==> config.mk <==
export PLATFORM = sky130hd
export DESIGN_NAME = video_capture_flat
export DESIGN_NICKNAME = d
export VERILOG_FILES = /design/src/rtl/video_pkg.sv /design/src/rtl/video_capture_if.sv /design/src/rtl/video_capture_sync_tracker.sv /design/src/rtl/video_capture.sv /design/src/flat_wrapper.sv
export SDC_FILE = /design/constraint.sdc
export NUM_CORES = 1
export LEC_CHECK = 0
export ABC_AREA = 1
export BUFFER_PORTS_ARGS = -buffer_cell sky130_fd_sc_hd__buf_2
export CORE_MARGIN = 4
export CORE_UTILIZATION = 55
export DETAILED_ROUTE_END_ITERATION = 8
export PLACE_DENSITY = 0.77
export SLEW_MARGIN = 20
export SYNTH_ARGS = -nofsm -noshare
export SYNTH_HDL_FRONTEND = slang
export SYNTH_SLANG_ARGS = --single-unit
==> constraint.sdc <==
create_clock -name clk -period 2.2 [get_ports clk]
set_input_delay 0.44 -clock clk [delete_from_list [all_inputs] [get_ports clk]]
set_output_delay 0.44 -clock clk [all_outputs]
set_load 0.02 [all_outputs]
==> src/rtl/video_pkg.sv <==
// Shared definitions for the video capture path.
// Holds the capture FSM encoding, the default 640x480 timing shared with the
// transmitter, the decimated output geometry and the RGB888 -> RGB332 packer.
package video_pkg;

   typedef enum logic [1:0] {
      IDLE    = 2'd0,
      ARMED   = 2'd1,
      CAPTURE = 2'd2
   } fsm_e;

   // 640x480 @ 60 Hz timing, shared with the transmitter
   localparam int DEF_H_FRONT_PORCH = 16;
   localparam int DEF_H_SYNC_PULSE  = 96;
   localparam int DEF_H_BACK_PORCH  = 48;
   localparam int DEF_H_FRAME_WIDTH = 640;
   localparam int DEF_V_FRONT_PORCH = 10;
   localparam int DEF_V_SYNC_PULSE  = 2;
   localparam int DEF_V_BACK_PORCH  = 33;
   localparam int DEF_V_FRAME_WIDTH = 480;

   localparam int OUT_W          = DEF_H_FRAME_WIDTH / 2;
   localparam int OUT_H          = DEF_V_FRAME_WIDTH / 2;
   localparam int WORDS_PER_LINE = OUT_W / 4;

   localparam int ADDR_W = 15;
   localparam int DATA_W = 32;

   function automatic logic [7:0] pack8(input logic [23:0] rgb);
      return {rgb[23:21], rgb[15:13], rgb[7:6]};
   endfunction

endpackage

==> src/rtl/video_capture_if.sv <==
// Video BRAM write port (32-bit word, byte enables).
//   mem_en    : one-cycle write strobe per word
//   mem_we    : byte enables
//   mem_addr  : word address
//   mem_write : write data
// master = capture side, slave = BRAM side.
interface video_capture_if;
   import video_pkg::*;

   logic              mem_en;
   logic [3:0]        mem_we;
   logic [ADDR_W-1:0] mem_addr;
   logic [DATA_W-1:0] mem_write;

   modport master (output mem_en, output mem_we, output mem_addr, output mem_write);
   modport slave  (input  mem_en, input  mem_we, input  mem_addr, input  mem_write);

endinterface

==> src/rtl/video_capture_sync_tracker.sv <==
// Input stage and sync tracking for the capture path.
// Registers the stream, finds hsync/vsync edges, keeps the horizontal and
// vertical position counters and decodes which samples survive 2x decimation.
//   clk, rst          : pixel clock, synchronous active-high reset
//   red/green/blue    : pixel data
//   hsync, vsync      : sync inputs
//   vrel, vact        : vsync released / vsync asserted (combinational)
//   px_keep           : registered sample is a kept pixel
//   px_lane, px_data  : byte lane and RGB332 value of that sample
//   line_len          : cycles between the last two hsync releases
module sync_tracker
   import video_pkg::*;
#(
   parameter bit H_SYNC_ACTIVE = 1'b0,
   parameter bit V_SYNC_ACTIVE = 1'b0,
   parameter int H_BACK_PORCH  = DEF_H_BACK_PORCH,
   parameter int H_FRAME_WIDTH = DEF_H_FRAME_WIDTH,
   parameter int V_BACK_PORCH  = DEF_V_BACK_PORCH,
   parameter int V_FRAME_WIDTH = DEF_V_FRAME_WIDTH
) (
   input  logic        clk,
   input  logic        rst,
   input  logic [7:0]  red,
   input  logic [7:0]  green,
   input  logic [7:0]  blue,
   input  logic        hsync,
   input  logic        vsync,
   output logic        vrel,
   output logic        vact,
   output logic        px_keep,
   output logic [1:0]  px_lane,
   output logic [7:0]  px_data,
   output logic [15:0] line_len
);

   localparam logic [15:0] H_LO = 16'(H_BACK_PORCH);
   localparam logic [15:0] H_HI = 16'(H_BACK_PORCH + H_FRAME_WIDTH);
   localparam logic [15:0] V_LO = 16'(V_BACK_PORCH);
   localparam logic [15:0] V_HI = 16'(V_BACK_PORCH + V_FRAME_WIDTH);

   logic [23:0] s1_rgb;
   logic        s1_hs, s1_vs, s2_hs, s2_vs;
   logic [15:0] h_cnt, v_cnt, h_inc, h_nxt, v_nxt;
   logic        hrel, h_act, v_act;
   logic [2:0]  x_lo;
   logic        y_lo;

   assign hrel = (s1_hs != H_SYNC_ACTIVE) && (s2_hs == H_SYNC_ACTIVE);
   assign vrel = (s1_vs != V_SYNC_ACTIVE) && (s2_vs == V_SYNC_ACTIVE);
   assign vact = (s1_vs == V_SYNC_ACTIVE) && (s2_vs != V_SYNC_ACTIVE);

   // h_nxt/v_nxt are the position of the sample now sitting in stage 1
   assign h_inc = (h_cnt == 16'hFFFF) ? h_cnt : h_cnt + 16'd1;
   assign h_nxt = hrel ? 16'd0 : h_inc;

   always_comb begin
      v_nxt = v_cnt;
      if (vrel)
         v_nxt = 16'd0;
      else if (hrel && v_cnt != 16'hFFFF)
         v_nxt = v_cnt + 16'd1;
   end

   assign h_act = (h_nxt >= H_LO) && (h_nxt < H_HI);
   assign v_act = (v_nxt >= V_LO) && (v_nxt < V_HI);
   // only the low bits of x/y matter for decimation and lane select
   assign x_lo  = h_nxt[2:0] - H_LO[2:0];
   assign y_lo  = v_nxt[0] ^ V_LO[0];

   always_ff @(posedge clk) begin
      if (rst) begin
         s1_rgb   <= '0;
         s1_hs    <= ~H_SYNC_ACTIVE;
         s1_vs    <= ~V_SYNC_ACTIVE;
         s2_hs    <= ~H_SYNC_ACTIVE;
         s2_vs    <= ~V_SYNC_ACTIVE;
         h_cnt    <= '0;
         v_cnt    <= '0;
         line_len <= '0;
         px_keep  <= 1'b0;
         px_lane  <= '0;
         px_data  <= '0;
      end else begin
         s1_rgb   <= {red, green, blue};
         s1_hs    <= hsync;
         s1_vs    <= vsync;
         s2_hs    <= s1_hs;
         s2_vs    <= s1_vs;
         h_cnt    <= h_nxt;
         v_cnt    <= v_nxt;
         if (hrel)
            line_len <= h_inc;
         px_keep  <= h_act && v_act && !x_lo[0] && !y_lo;
         px_lane  <= x_lo[2:1];
         px_data  <= pack8(s1_rgb);
      end
   end

endmodule

==> src/rtl/video_capture.sv <==
// VGA stream capture: decimates the active window 2x, packs four RGB332
// pixels per word and writes complete frames into the video BRAM.
//   clk, rst        : pixel clock, synchronous active-high reset
//   red/green/blue  : pixel data;  hsync, vsync : sync inputs
//   start           : arm one capture;  continuous : re-arm after each frame
//   base            : frame buffer word address, latched at frame start
//   mem             : BRAM write port (master)
//   busy, done, err : status;  line_len : measured line length
//
// state   | meaning
// IDLE    | no capture pending, waiting for start
// ARMED   | waiting for vsync release to begin a frame
// CAPTURE | writing the frame; done/err pulse is the last cycle here
module video_capture
   import video_pkg::*;
#(
   parameter bit H_SYNC_ACTIVE = 1'b0,
   parameter bit V_SYNC_ACTIVE = 1'b0,
   parameter int H_BACK_PORCH  = DEF_H_BACK_PORCH,
   parameter int H_FRAME_WIDTH = DEF_H_FRAME_WIDTH,
   parameter int V_BACK_PORCH  = DEF_V_BACK_PORCH,
   parameter int V_FRAME_WIDTH = DEF_V_FRAME_WIDTH
) (
   input  logic              clk,
   input  logic              rst,
   input  logic [7:0]        red,
   input  logic [7:0]        green,
   input  logic [7:0]        blue,
   input  logic              hsync,
   input  logic              vsync,
   input  logic              start,
   input  logic              continuous,
   input  logic [ADDR_W-1:0] base,
   video_capture_if.master   mem,
   output logic              busy,
   output logic              done,
   output logic              err,
   output logic [15:0]       line_len
);

   localparam int                FRAME_WORDS = (V_FRAME_WIDTH / 2) * (H_FRAME_WIDTH / 8);
   localparam logic [ADDR_W-1:0] LAST_IDX    = ADDR_W'(FRAME_WORDS - 1);

   fsm_e              state_q, state_d;
   logic              vrel, vact, px_keep;
   logic [1:0]        px_lane;
   logic [7:0]        px_data;
   logic [7:0]        lane0, lane1, lane2;
   logic [ADDR_W-1:0] base_q, word_idx;
   logic              abort, word_fire;

   sync_tracker #(
      .H_SYNC_ACTIVE (H_SYNC_ACTIVE),
      .V_SYNC_ACTIVE (V_SYNC_ACTIVE),
      .H_BACK_PORCH  (H_BACK_PORCH),
      .H_FRAME_WIDTH (H_FRAME_WIDTH),
      .V_BACK_PORCH  (V_BACK_PORCH),
      .V_FRAME_WIDTH (V_FRAME_WIDTH)
   ) u_sync (
      .clk      (clk),
      .rst      (rst),
      .red      (red),
      .green    (green),
      .blue     (blue),
      .hsync    (hsync),
      .vsync    (vsync),
      .vrel     (vrel),
      .vact     (vact),
      .px_keep  (px_keep),
      .px_lane  (px_lane),
      .px_data  (px_data),
      .line_len (line_len)
   );

   // once done/err is up the frame is closed: no abort and no more writes
   assign abort     = (state_q == CAPTURE) && vact && !done && !err;
   assign word_fire = (state_q == CAPTURE) && px_keep && (px_lane == 2'd3)
                      && !done && !err && !abort;
   assign busy      = (state_q != IDLE);

   always_comb begin
      state_d = state_q;
      case (state_q)
         IDLE:    if (start) state_d = ARMED;
         ARMED:   if (vrel)  state_d = CAPTURE;
         CAPTURE: begin
            if (done)
               state_d = continuous ? ARMED : IDLE;
            else if (err)
               state_d = IDLE;
         end
         default: state_d = IDLE;
      endcase
   end

   always_ff @(posedge clk) begin
      if (rst) begin
         state_q       <= IDLE;
         base_q        <= '0;
         word_idx      <= '0;
         lane0         <= '0;
         lane1         <= '0;
         lane2         <= '0;
         mem.mem_en    <= 1'b0;
         mem.mem_we    <= 4'h0;
         mem.mem_addr  <= '0;
         mem.mem_write <= '0;
         done          <= 1'b0;
         err           <= 1'b0;
      end else begin
         state_q    <= state_d;
         mem.mem_en <= word_fire;
         mem.mem_we <= word_fire ? 4'hF : 4'h0;
         done       <= word_fire && (word_idx == LAST_IDX);
         err        <= abort;
         if (state_q == ARMED && vrel) begin
            base_q   <= base;
            word_idx <= '0;
         end
         if (state_q == CAPTURE && px_keep) begin
            case (px_lane)
               2'd0:    lane0 <= px_data;
               2'd1:    lane1 <= px_data;
               2'd2:    lane2 <= px_data;
               default: ;
            endcase
         end
         if (word_fire) begin
            mem.mem_addr  <= base_q + word_idx;
            mem.mem_write <= {px_data, lane2, lane1, lane0};
            word_idx      <= word_idx + 1'b1;
         end
      end
   end

endmodule
==> src/flat_wrapper.sv <==
// flat-port wrapper written by rule: the top's interface ports become plain ports
module video_capture_flat import video_pkg::*;
#(
   parameter bit H_SYNC_ACTIVE = 1'b0,
   parameter bit V_SYNC_ACTIVE = 1'b0,
   parameter int H_BACK_PORCH  = DEF_H_BACK_PORCH,
   parameter int H_FRAME_WIDTH = DEF_H_FRAME_WIDTH,
   parameter int V_BACK_PORCH  = DEF_V_BACK_PORCH,
   parameter int V_FRAME_WIDTH = DEF_V_FRAME_WIDTH
)
  (clk, rst, red, green, blue, hsync, vsync, start, continuous, base, busy, done, err, line_len, mem_mem_en, mem_mem_we, mem_mem_addr, mem_mem_write);
  video_capture_if mem_i ();
  input  logic clk;
  input  logic rst;
  input  logic [7:0] red;
  input  logic [7:0] green;
  input  logic [7:0] blue;
  input  logic hsync;
  input  logic vsync;
  input  logic start;
  input  logic continuous;
  input  logic [ADDR_W-1:0] base;
  output logic busy;
  output logic done;
  output logic err;
  output logic [15:0] line_len;
  output wire logic [$bits(mem_i.mem_en)-1:0] mem_mem_en;
  output wire logic [$bits(mem_i.mem_we)-1:0] mem_mem_we;
  output wire logic [$bits(mem_i.mem_addr)-1:0] mem_mem_addr;
  output wire logic [$bits(mem_i.mem_write)-1:0] mem_mem_write;
  assign mem_mem_en = mem_i.mem_en;
  assign mem_mem_we = mem_i.mem_we;
  assign mem_mem_addr = mem_i.mem_addr;
  assign mem_mem_write = mem_i.mem_write;
  video_capture #(.H_SYNC_ACTIVE(H_SYNC_ACTIVE), .V_SYNC_ACTIVE(V_SYNC_ACTIVE), .H_BACK_PORCH(H_BACK_PORCH), .H_FRAME_WIDTH(H_FRAME_WIDTH), .V_BACK_PORCH(V_BACK_PORCH), .V_FRAME_WIDTH(V_FRAME_WIDTH)) u_core (.clk(clk), .rst(rst), .red(red), .green(green), .blue(blue), .hsync(hsync), .vsync(vsync), .start(start), .continuous(continuous), .base(base), .mem(mem_i), .busy(busy), .done(done), .err(err), .line_len(line_len));
endmodule
# After elaboration in Yosys (flattened, before gate mapping)

Cells that the tools add are included.

Register bits after elaboration: 197
Bits of input ports: 45

$lt $le $gt $ge: 4
Equality and inequality tests: 11
Muxes and demuxes: 13
Reduce and logical (&&, ||, !) cells: 31
Bitwise operators: 3
$add $sub $neg: 4

Operators with widths:

| operator                                                     | count |
|---|---|
| 2-to-1 mux 16 bit                                            | 4 |
| adder 16 x 1 -> 16 bit, second input constant                | 2 |
| >= comparator 16 x 6 -> 1 bit, second input constant         | 2 |
| less-than comparator 16 x 10 -> 1 bit, second input constant | 2 |
| 2-to-1 mux 15 bit                                            | 2 |
| logical AND 1 bit                                            | 19 |
| == test 16 bit, second input constant                        | 1 |
| inequality test 16 bit, second input constant                | 1 |
| adder 15 x 1 -> 15 bit, second input constant                | 1 |
| adder 15 bit                                                 | 1 |
| == test 15 bit, second input constant                        | 1 |
| 2-to-1 mux 2 bit                                             | 4 |
| == test 2 bit, second input constant                         | 3 |
| one-hot mux 2 bit (3 select lines)                           | 1 |
| AND reduction 2 bit                                          | 3 |
| == test 2 x 1 -> 1 bit, second input constant                | 2 |
| zero test 1 bit                                              | 4 |
| zero test 2 bit                                              | 2 |
| 2-to-1 mux 4 bit                                             | 1 |
| nonzero test 2 bit                                           | 2 |
| inequality test 3 x 1 -> 1 bit, second input constant        | 1 |
| inverter 1 bit                                               | 3 |
| AND reduction 3 bit                                          | 1 |
| inequality test 2 x 1 -> 1 bit, second input constant        | 1 |
| other kinds (2)                                              | 2 |

# Depth between registers and ports, before layout

Gate-level depths: netlist of the first run.

Depth in word-level cells: 10
Depth in mapped cells: 15

# Cells and area by module

A second synthesis of the first run with hierarchy kept.

Cell total of the unflattened synthesis: 1,199
Area, all modules: 8,227.9 sq um

By module, submodules not included:

| module        | times used | cells each | area each (sq um) | sequential area each (sq um) |
|---|---|---|---|---|
| video_capture | 1          | 703        | 4,893.4           | 2,122.0 |
| sync_tracker  | 1          | 496        | 3,334.4           | 1,381.3 |

# Least setup slack after synthesis of the first run

OpenSTA, ideal clock, no wires.

Path kind: register to register
Start point: register u_core.word_idx[0]
End point: register u_core.mem.mem_addr[10]
Cell stages (with the launch flop): 12
Setup time: 0.116 ns
Required time: 2.084 ns
Buffers on the path: 0
Period minus slack after synthesis: 1.967 ns
Data arrival time: 1.851 ns
Slack: 0.233 ns
Path through: dfxtp_1 -> ha_1 -> inv_1 -> fa_1 -> o21ai_0 -> a21oi_1 -> nor2_1 -> o21ai_0 -> inv_1 -> o21ai_0 -> o211ai_1 -> inv_1

Word-level cells in the longest chain between the ends: 1

RTL lines:

| element                  | RTL line               | text |
|---|---|---|
| start: declaration       | video_capture.sv:49    | `logic [ADDR_W-1:0] base_q, word_idx;` |
| start signal: assignment | video_capture.sv:131   | `word_idx <= word_idx + 1'b1;` |
| adder 15 bit             | video_capture.sv:129   | `mem.mem_addr <= base_q + word_idx;` |
| end signal: assignment   | video_capture.sv:129   |  |
| end: declaration         | video_capture_if.sv:15 | `modport master (output mem_en, output mem_we, output mem_addr, output mem_write);` |

No other way between the ends.
A chain may end at the register's enable or synchronous reset.

# Final worst setup path of the first run

Start point: register u_core.word_idx[2]
End point: register u_core.mem.mem_addr[11]

Same word-level chain as after synthesis.

==> run_results.csv, run 1 <==
group,metric,value,unit
run_status,outcome,"finished clean",
timing,drv_slew,0,
clock_network,cts_tree,"built",
power_and_ir_drop,power_density,706.1,nW/µm²
global_routing,grt_use_total,0.2317,
drt,wire_per_inst,13.17,µm
drt,top_layer,"met4",
worst_hold_path,holdCritPathClass,"input pin to flop",
synthesis,yosysWarnings,0,
critical_path,crit_buf_inv,1,
worst_hold_path,holdPathStages,2,
drt,vias,6973,
timing,finalHoldViolations,0,
run,cap_violations,0,
global_routing,grt_pass1_vias,6633,
critical_path,r2r_end,"u_core.mem.mem_addr[11]",
global_routing,grt_max_degree,38,
clock_network,hold_buffers,0,
critical_path,reg2regPathDepth,11,
critical_path,critPathTopFamily,"compound AO/OA/AOI/OAI gates",
synthesis,synthMuxAreaShare,0,
critical_path,rr_startpoint,"u_core.word_idx[2]",
finish,fin_nets,1236,
synthesis,synth_edf_count,0,
critical_path,arrival,2.31,ns
timing,max-slew-margin-rel,0.6894,
synthesis,synth_cell_types,49,
clock_network,cts-root-buf,"clkbuf_16",
floorplanning,ios,116,
place,place.detailed.hpwl,12870,µm
synthesis,async_reset_ff_frac,0,
worst_hold_path,hold_start,"hsync",
global_routing,grt_pass1_wl,30710,µm
timing,rsz0062_at_grt,"true",
place,pre_cts_slack,0.04167,ns
critical_path,cp_cell_sequence,"ha_1 > nand2_1 > nor2_1 > a211oi_2 > o21ai_1 > a21o_1 > nand3_1 > nand3_1 > nand3_1 > nand2_1 > inv_1",
synthesis,yosys.area_share.xor_xnor,0.02849,
place,globalplace.congestion,0.9243,
drt,wl,17940,µm
timing,finalSetupTns,0,ns
critical_path,crit_required,2.53,ns
timing,setup_violations,0,
timing,tightest_slew,0.4617,ns
global_routing,antenna_found_initial,0,
critical_path,crit_type,"flop to flop",
power_and_ir_drop,leakage,4.228,nW
clock_network,cts.sinks,175,
finish,n_antenna_cell,0,
synthesis,avgSynthCellArea,7.270,µm²
drt,wl_met1,8559,µm
synthesis,ys_seq_area_frac,0.4559,
critical_path,worstSetupStartpointType,"flop",
finish,fin_area,9153,µm²
floorplanning,dieWidth,126.2,µm
critical_path,crit_slowest_cell,"ha_1",
drt,firstDrtPassIters,5,
synthesis,syn_area,7685,µm²
synthesis,syn-num-nets,1120,
global_routing,grt_overflow_total,0,
critical_path,worst_setup_path_end_kind,"flop",
drt,ant_nets,0,
synthesis,synthSimpleGateAreaFrac,0.2784,
drt,drt-vias-per-instance,5.120,
floorplanning,row_count,42,
synthesis,yosys_register_bits,175,
timing,fin_crit,1.986,ns
power_and_ir_drop,total_power,6.462,mW
critical_path,crit_top_cell,"nand3_1",
critical_path,critPathMaxStageDelay,0.38,ns
synthesis,synth_top_family_by_area,"simple AND/OR/NAND/NOR gates",
finish,area_delta_synth_final,19.10,%
clock_network,cts.path.max_buffers,2,
timing,skew,0.008192,ns
clock_network,insertion_delay,0.42,ns
place,place_area,8526,µm²
timing,fmax,0.5034,GHz
synthesis,synthFlopType,"dfxtp_1",
critical_path,ff2ff_setup_slack,0.21,ns
clock_network,cts_buffers,17,
clock_network,cts_setup_buffers,0,
clock_network,clk_pin_slew,0.07,ns
drt,drc_errors,0,
synthesis,synth-compound-area-share,0.1355,
critical_path,cp_max_fo,5,
timing,period_share,0.9029,
place,port_buffers,99,
finish,layoutNonFillerInstCount,1362,
floorplanning,fp.dieArea,15930,µm²
timing,setup_slack,0.2136,ns
place,dp.cells,1330,
floorplanning,die_h,126.2,µm
drt,wl_met2,8224,µm
drt,first_iter_violations,572,
power_and_ir_drop,vdd_drop_max,0.0005583,V
synthesis,synthAdderAreaFrac,0.03028,
worst_hold_path,hold_end,"u_core.u_sync.s1_hs",
drt,met3_length,956,µm
floorplanning,start_util,0.5712,
floorplanning,core-area,13450,µm²
clock_network,htree_num_levels,4,
synthesis,synthCells,1057,
finish,drive_above_1_share,0.1754,
[cells in the final DEF, fill, tap and decap left out, types with 7 or more instances in the layout]
cell type | Yosys | routed
inv_1 | 89 | 89
nor3_1 | 15 | 15
xnor2_1 | 7 | 7
xor2_1 | 18 | 18
a21oi_1 | 37 | 35
nand2_1 | 160 | 160
buf_2 | 1 | 99
nor2_1 | 260 | 259
clkbuf_16 | 0 | 17
nand3_1 | 40 | 39
nand4_1 | 14 | 14
dfxtp_1 | 175 | 173
ha_1 | 17 | 16
buf_4 | 5 | 36
o21ai_0 | 115 | 113
[timing repair]
item                                    in CTS  in global routing
gates resized for setup                      0                 13
endpoints found under the setup margin       0                  9
endpoints found under the hold margin        0                  0
[report_power, final]
part | switching (mW) | leakage, nW | internal (mW) | total [mW]
clock network | 1.33 | 0.283 | 1.64 | 2.97
registers | 0.0273 | 1.42 | 3.20 | 3.23
logic | 0.167 | 2.53 | 0.0996 | 0.267
total | 1.52 | 4.23 | 4.94 | 6.46
[stage by stage]
step	utilization	hold WS, ns
finish	0.6803	0.1978
global route	0.6803	0.1917
CTS	0.6774	0.1857
detailed placement	0.6337	0.3936
global placement	0.6337	0.3917
floorplan	-	0.3883
[worst max-delay path by stage]
stage                                       from                      end  cells after the start
after global routing      u_core.u_sync.v_cnt[6]    u_core.u_sync.px_keep                     13
final                         u_core.word_idx[2]  u_core.mem.mem_addr[11]                     11
after floorplan               u_core.word_idx[0]  u_core.mem.mem_addr[10]                     11
after global placement    u_core.u_sync.v_cnt[0]    u_core.u_sync.px_keep                     13
after detailed placement  u_core.u_sync.v_cnt[0]    u_core.u_sync.px_keep                     13
after CTS                 u_core.u_sync.v_cnt[0]    u_core.u_sync.px_keep                     13
[final cells by class]
cell class	instances	area, µm²
Inverter	97	364.1
Clock buffer	19	442.9
Multi-Input combinational cell	745	3670
Sequential cell	175	3506
Timing Repair Buffer	137	805.8
Clock inverter	13	143.9
Tap cell	176	220.2
Fill cell	1182	4300
[worst register-to-register path, delay by kind of cell, from the launching register on]
| family | cells | cell delay (ns) |
|---|---|---|
| DFF | 1 | 0.34 |
| AOI/OAI and AO/OA | 3 | 0.60 |
| buffers and inverters | 1 | 0.03 |
| and+or+nand+nor | 6 | 0.53 |
| adders and majority gates | 1 | 0.38 |
[Yosys cell counts (all sizes together), types with 2 or more instances]
cell    instances  share of area
a211oi          6         0.0059
a21o            4         0.0039
a21oi          37          0.024
a22o            2         0.0023
a31oi           3         0.0024
buf            13          0.011
clkbuf         27          0.013
clkinv          3         0.0015
dfxtp         175           0.46
ha             17          0.028
inv            94          0.046
nand2         166          0.084
nand3          43          0.030
nand4          14          0.011
nor2          268           0.14
nor3           15         0.0098
nor4            2         0.0024
o211ai          4         0.0039
o21ai         118          0.079
o21bai          3         0.0029
o31ai           2         0.0020
or2             5         0.0041
xnor2           7         0.0080
xor2           18          0.021
[metal layers]
layer | GRT usage | up-vias
met5 | 0 | -
met4 | 0.05931 | 0
met3 | 0.04699 | 22
met2 | 0.3687 | 176
met1 | 0.3239 | 3147
li1 | - | 3628
[cells by family after synthesis]
| kind of cell | Yosys count |
|---|---|
| and+or+nand+nor | 515 |
| AOI/OAI and AO/OA | 187 |
| DFF | 175 |
| buffers and inverters | 137 |
| xor gates and xnor gates | 25 |
| adders and majority gates | 18 |
[sequential cells by signal, summed over array words and instances (netlist names), 15 cells and up]
signal                  cells
u_core.mem.mem_write       32
u_core.u_sync.line_len     16
u_core.u_sync.v_cnt        16
u_core.base_q              15
u_core.mem.mem_addr        15
u_core.u_sync.h_cnt        15
u_core.word_idx            15
No activity file was read; power rests on OpenSTA's default activity.
==> inputs of run 2 (changes only) <==
- CAP_MARGIN: not set -> 20
- CORE_MARGIN: 4 -> 1.5
==> run 2 against run 1 <==
  * Clock skew increased by 0.00073 ns
  * First-iteration DRC count down 9.6%
  * Clock-buffer cell count increased by 2
  * Clock power up 16%
  * Core utilization down 0.78 points
  * Critical path depth increased by 2
  * Hold slack got worse by 0.0066 ns
  * Non-clock buffer count fell by 5
  * Sequential power about the same
  * Worst setup slack got worse by 0.033 ns
  * Flip-flop and latch count is the same
  * Largest cell class unchanged
  * Largest power group is now clock
==> run_results.csv, run 2 (synthesis gave the netlist of run 1 again) <==
group,metric,value,unit
critical_path,crit_required,2.52,ns
finish,n_antenna_cell,0,
critical_path,crit_slowest_cell,"dfxtp_1",
clock_network,cts_buffers,17,
global_routing,grt_use_total,0.2601,
clock_network,hold_buffers,0,
critical_path,reg2regPathDepth,13,
critical_path,arrival,2.34,ns
place,globalplace.congestion,0.8899,
critical_path,cp_cell_sequence,"ha_1 > inv_1 > nor2_4 > nand2_4 > nor2_2 > nor2_4 > or2_1 > nand3_1 > nand2_1 > nor3_2 > nand2_1 > nand3_1 > nor2_1",
timing,fmax,0.4951,GHz
critical_path,worst_setup_path_end_kind,"flop",
timing,skew,0.008920,ns
clock_network,cts.sinks,175,
finish,reg_top3,"u_core.mem.mem_write: 32 flops, u_core.u_sync.line_len: 16 flops, u_core.u_sync.v_cnt: 16 flops",
worst_hold_path,hold_start,"hsync",
finish,largest_reg_flops,32,
finish,layout_common_cells,"258 x nor2_1, 175 x dfxtp_1, 160 x nand2_1",
place,place_area,8531,µm²
finish,drive_above_1_share,0.1710,
finish,top_register,"u_core.mem.mem_write",
floorplanning,fp.dieArea,14690,µm²
finish,multiInputGateArea,3680,µm²
timing,fin_crit,2.020,ns
clock_network,insertion_delay,0.43,ns
finish,seq_area,3503,µm²
power_and_ir_drop,vdd_drop_max,0.0005426,V
timing,period_share,0.9181,
floorplanning,dieWidth,121.2,µm
drt,drc_errors,0,
global_routing,grt_max_degree,73,
drt,drt-vias-per-instance,5.212,
run_status,outcome,"finished clean",
drt,firstDrtPassIters,6,
clock_network,cts_tree,"built",
worst_hold_path,hold_end,"u_core.u_sync.s1_hs",
place,port_buffers,99,
drt,wl,18320,µm
timing,finalHoldViolations,0,
floorplanning,start_util,0.5580,
critical_path,r2r_end,"u_core.u_sync.px_keep",
clock_network,cts_setup_buffers,0,
critical_path,cp_max_fo,14,
critical_path,rr_startpoint,"u_core.u_sync.v_cnt[1]",
critical_path,worstSetupStartpointType,"flop",
finish,mostFrequentLayoutCell,"nor2_1",
power_and_ir_drop,leakage,4.273,nW
critical_path,ff2ff_setup_slack,0.18,ns
worst_hold_path,holdPathStages,2,
floorplanning,core-area,13770,µm²
global_routing,grt_pass1_wl,30300,µm
run,cap_violations,0,
floorplanning,ios,116,
clock_network,cts-root-buf,"clkbuf_16",
power_and_ir_drop,power_density,752.1,nW/µm²
critical_path,crit_type,"flop to flop",
finish,n_fill_cell,1228,
clock_network,cts.path.max_buffers,2,
timing,max-slew-margin-rel,0.6918,
floorplanning,die_h,121.2,µm
finish,layoutNonFillerInstCount,1361,
drt,first_iter_violations,517,
drt,ant_nets,0,
timing,tightest_slew,0.4618,ns
global_routing,grt_overflow_total,0,
drt,vias,7093,
timing,drv_slew,0,
timing,setup_violations,0,
finish,fin_nets,1231,
critical_path,critPathTopFamily,"simple AND/OR/NAND/NOR gates",
finish,fin_area,9263,µm²
global_routing,grt_pass1_vias,6554,
place,place.detailed.hpwl,12420,µm
critical_path,critPathMaxStageDelay,0.37,ns
clock_network,cts.repair.resized,0,
drt,wire_per_inst,13.46,µm
global_routing,antenna_found_initial,0,
critical_path,crit_buf_inv,1,
power_and_ir_drop,total_power,6.967,mW
clock_network,htree_num_levels,4,
finish,area_delta_synth_final,20.53,%
clock_network,clk_pin_slew,0.06,ns
floorplanning,row_count,43,
place,dp.cells,1329,
worst_hold_path,holdCritPathClass,"input pin to flop",
==> run 2: cell types whose count changed in the layout (fill, tap and decap cells not counted), moves of 3 or more <==
cell and delta:
buf_4 -8, bufinv_16 +5, buf_12 +3, inv_8 -3
==> run 2: cell type report <==
class / count / share of cell area
clock buffer: 21 / 0.04971
clock inverter: 11 / 0.02418
inverter: 97 / 0.03931
multi-input combinational: 745 / 0.3973
sequential: 175 / 0.3782
tap: 180 / 0.02431
timing repair buffer: 132 / 0.08699
==> run 2: worst max-delay path by stage <==
stage,startpoint,end,depth (start not counted)
after floorplan,u_core.word_idx[0],u_core.mem.mem_addr[10],11
after global placement,u_core.word_idx[2],u_core.mem.mem_addr[11],12
after detailed placement,u_core.word_idx[2],u_core.mem.mem_addr[11],12
after CTS,u_core.u_sync.px_lane[0],u_core.u_sync.px_keep,11
after global routing,u_core.u_sync.v_cnt[1],u_core.u_sync.px_keep,13
final,u_core.u_sync.v_cnt[1],u_core.u_sync.px_keep,13
==> run 2: power breakdown <==
part	internal, mW	total (mW)	switching, mW
clock	2.21	3.46	1.25
combinational	0.101	0.277	0.177
sequential	3.20	3.23	0.0269
total	5.51	6.97	1.46
==> run 2: layer usage <==
layer	vias up	global-route usage	part of all wire
met3	27	0.05592	0.050
met4	0	0.08676	0.017
met5	-	0	0
met2	171	0.4315	0.47
li1	3642	-	-
met1	3253	0.3373	0.46
==> run 2: through the flow <==
stage | setup slack, ns | utilization | TNS (ns) | hold WS, ns
after floorplan | 0.2325 | - | 0 | 0.3883
after global placement | 0.1380 | 0.6194 | 0 | 0.3911
after detailed placement | 0.09807 | 0.6194 | 0 | 0.3961
after CTS | 0.05779 | 0.6691 | 0 | 0.1839
after global routing | -0.01723 | 0.6725 | -0.01723 | 0.1954
final | 0.1802 | 0.6725 | 0 | 0.1912
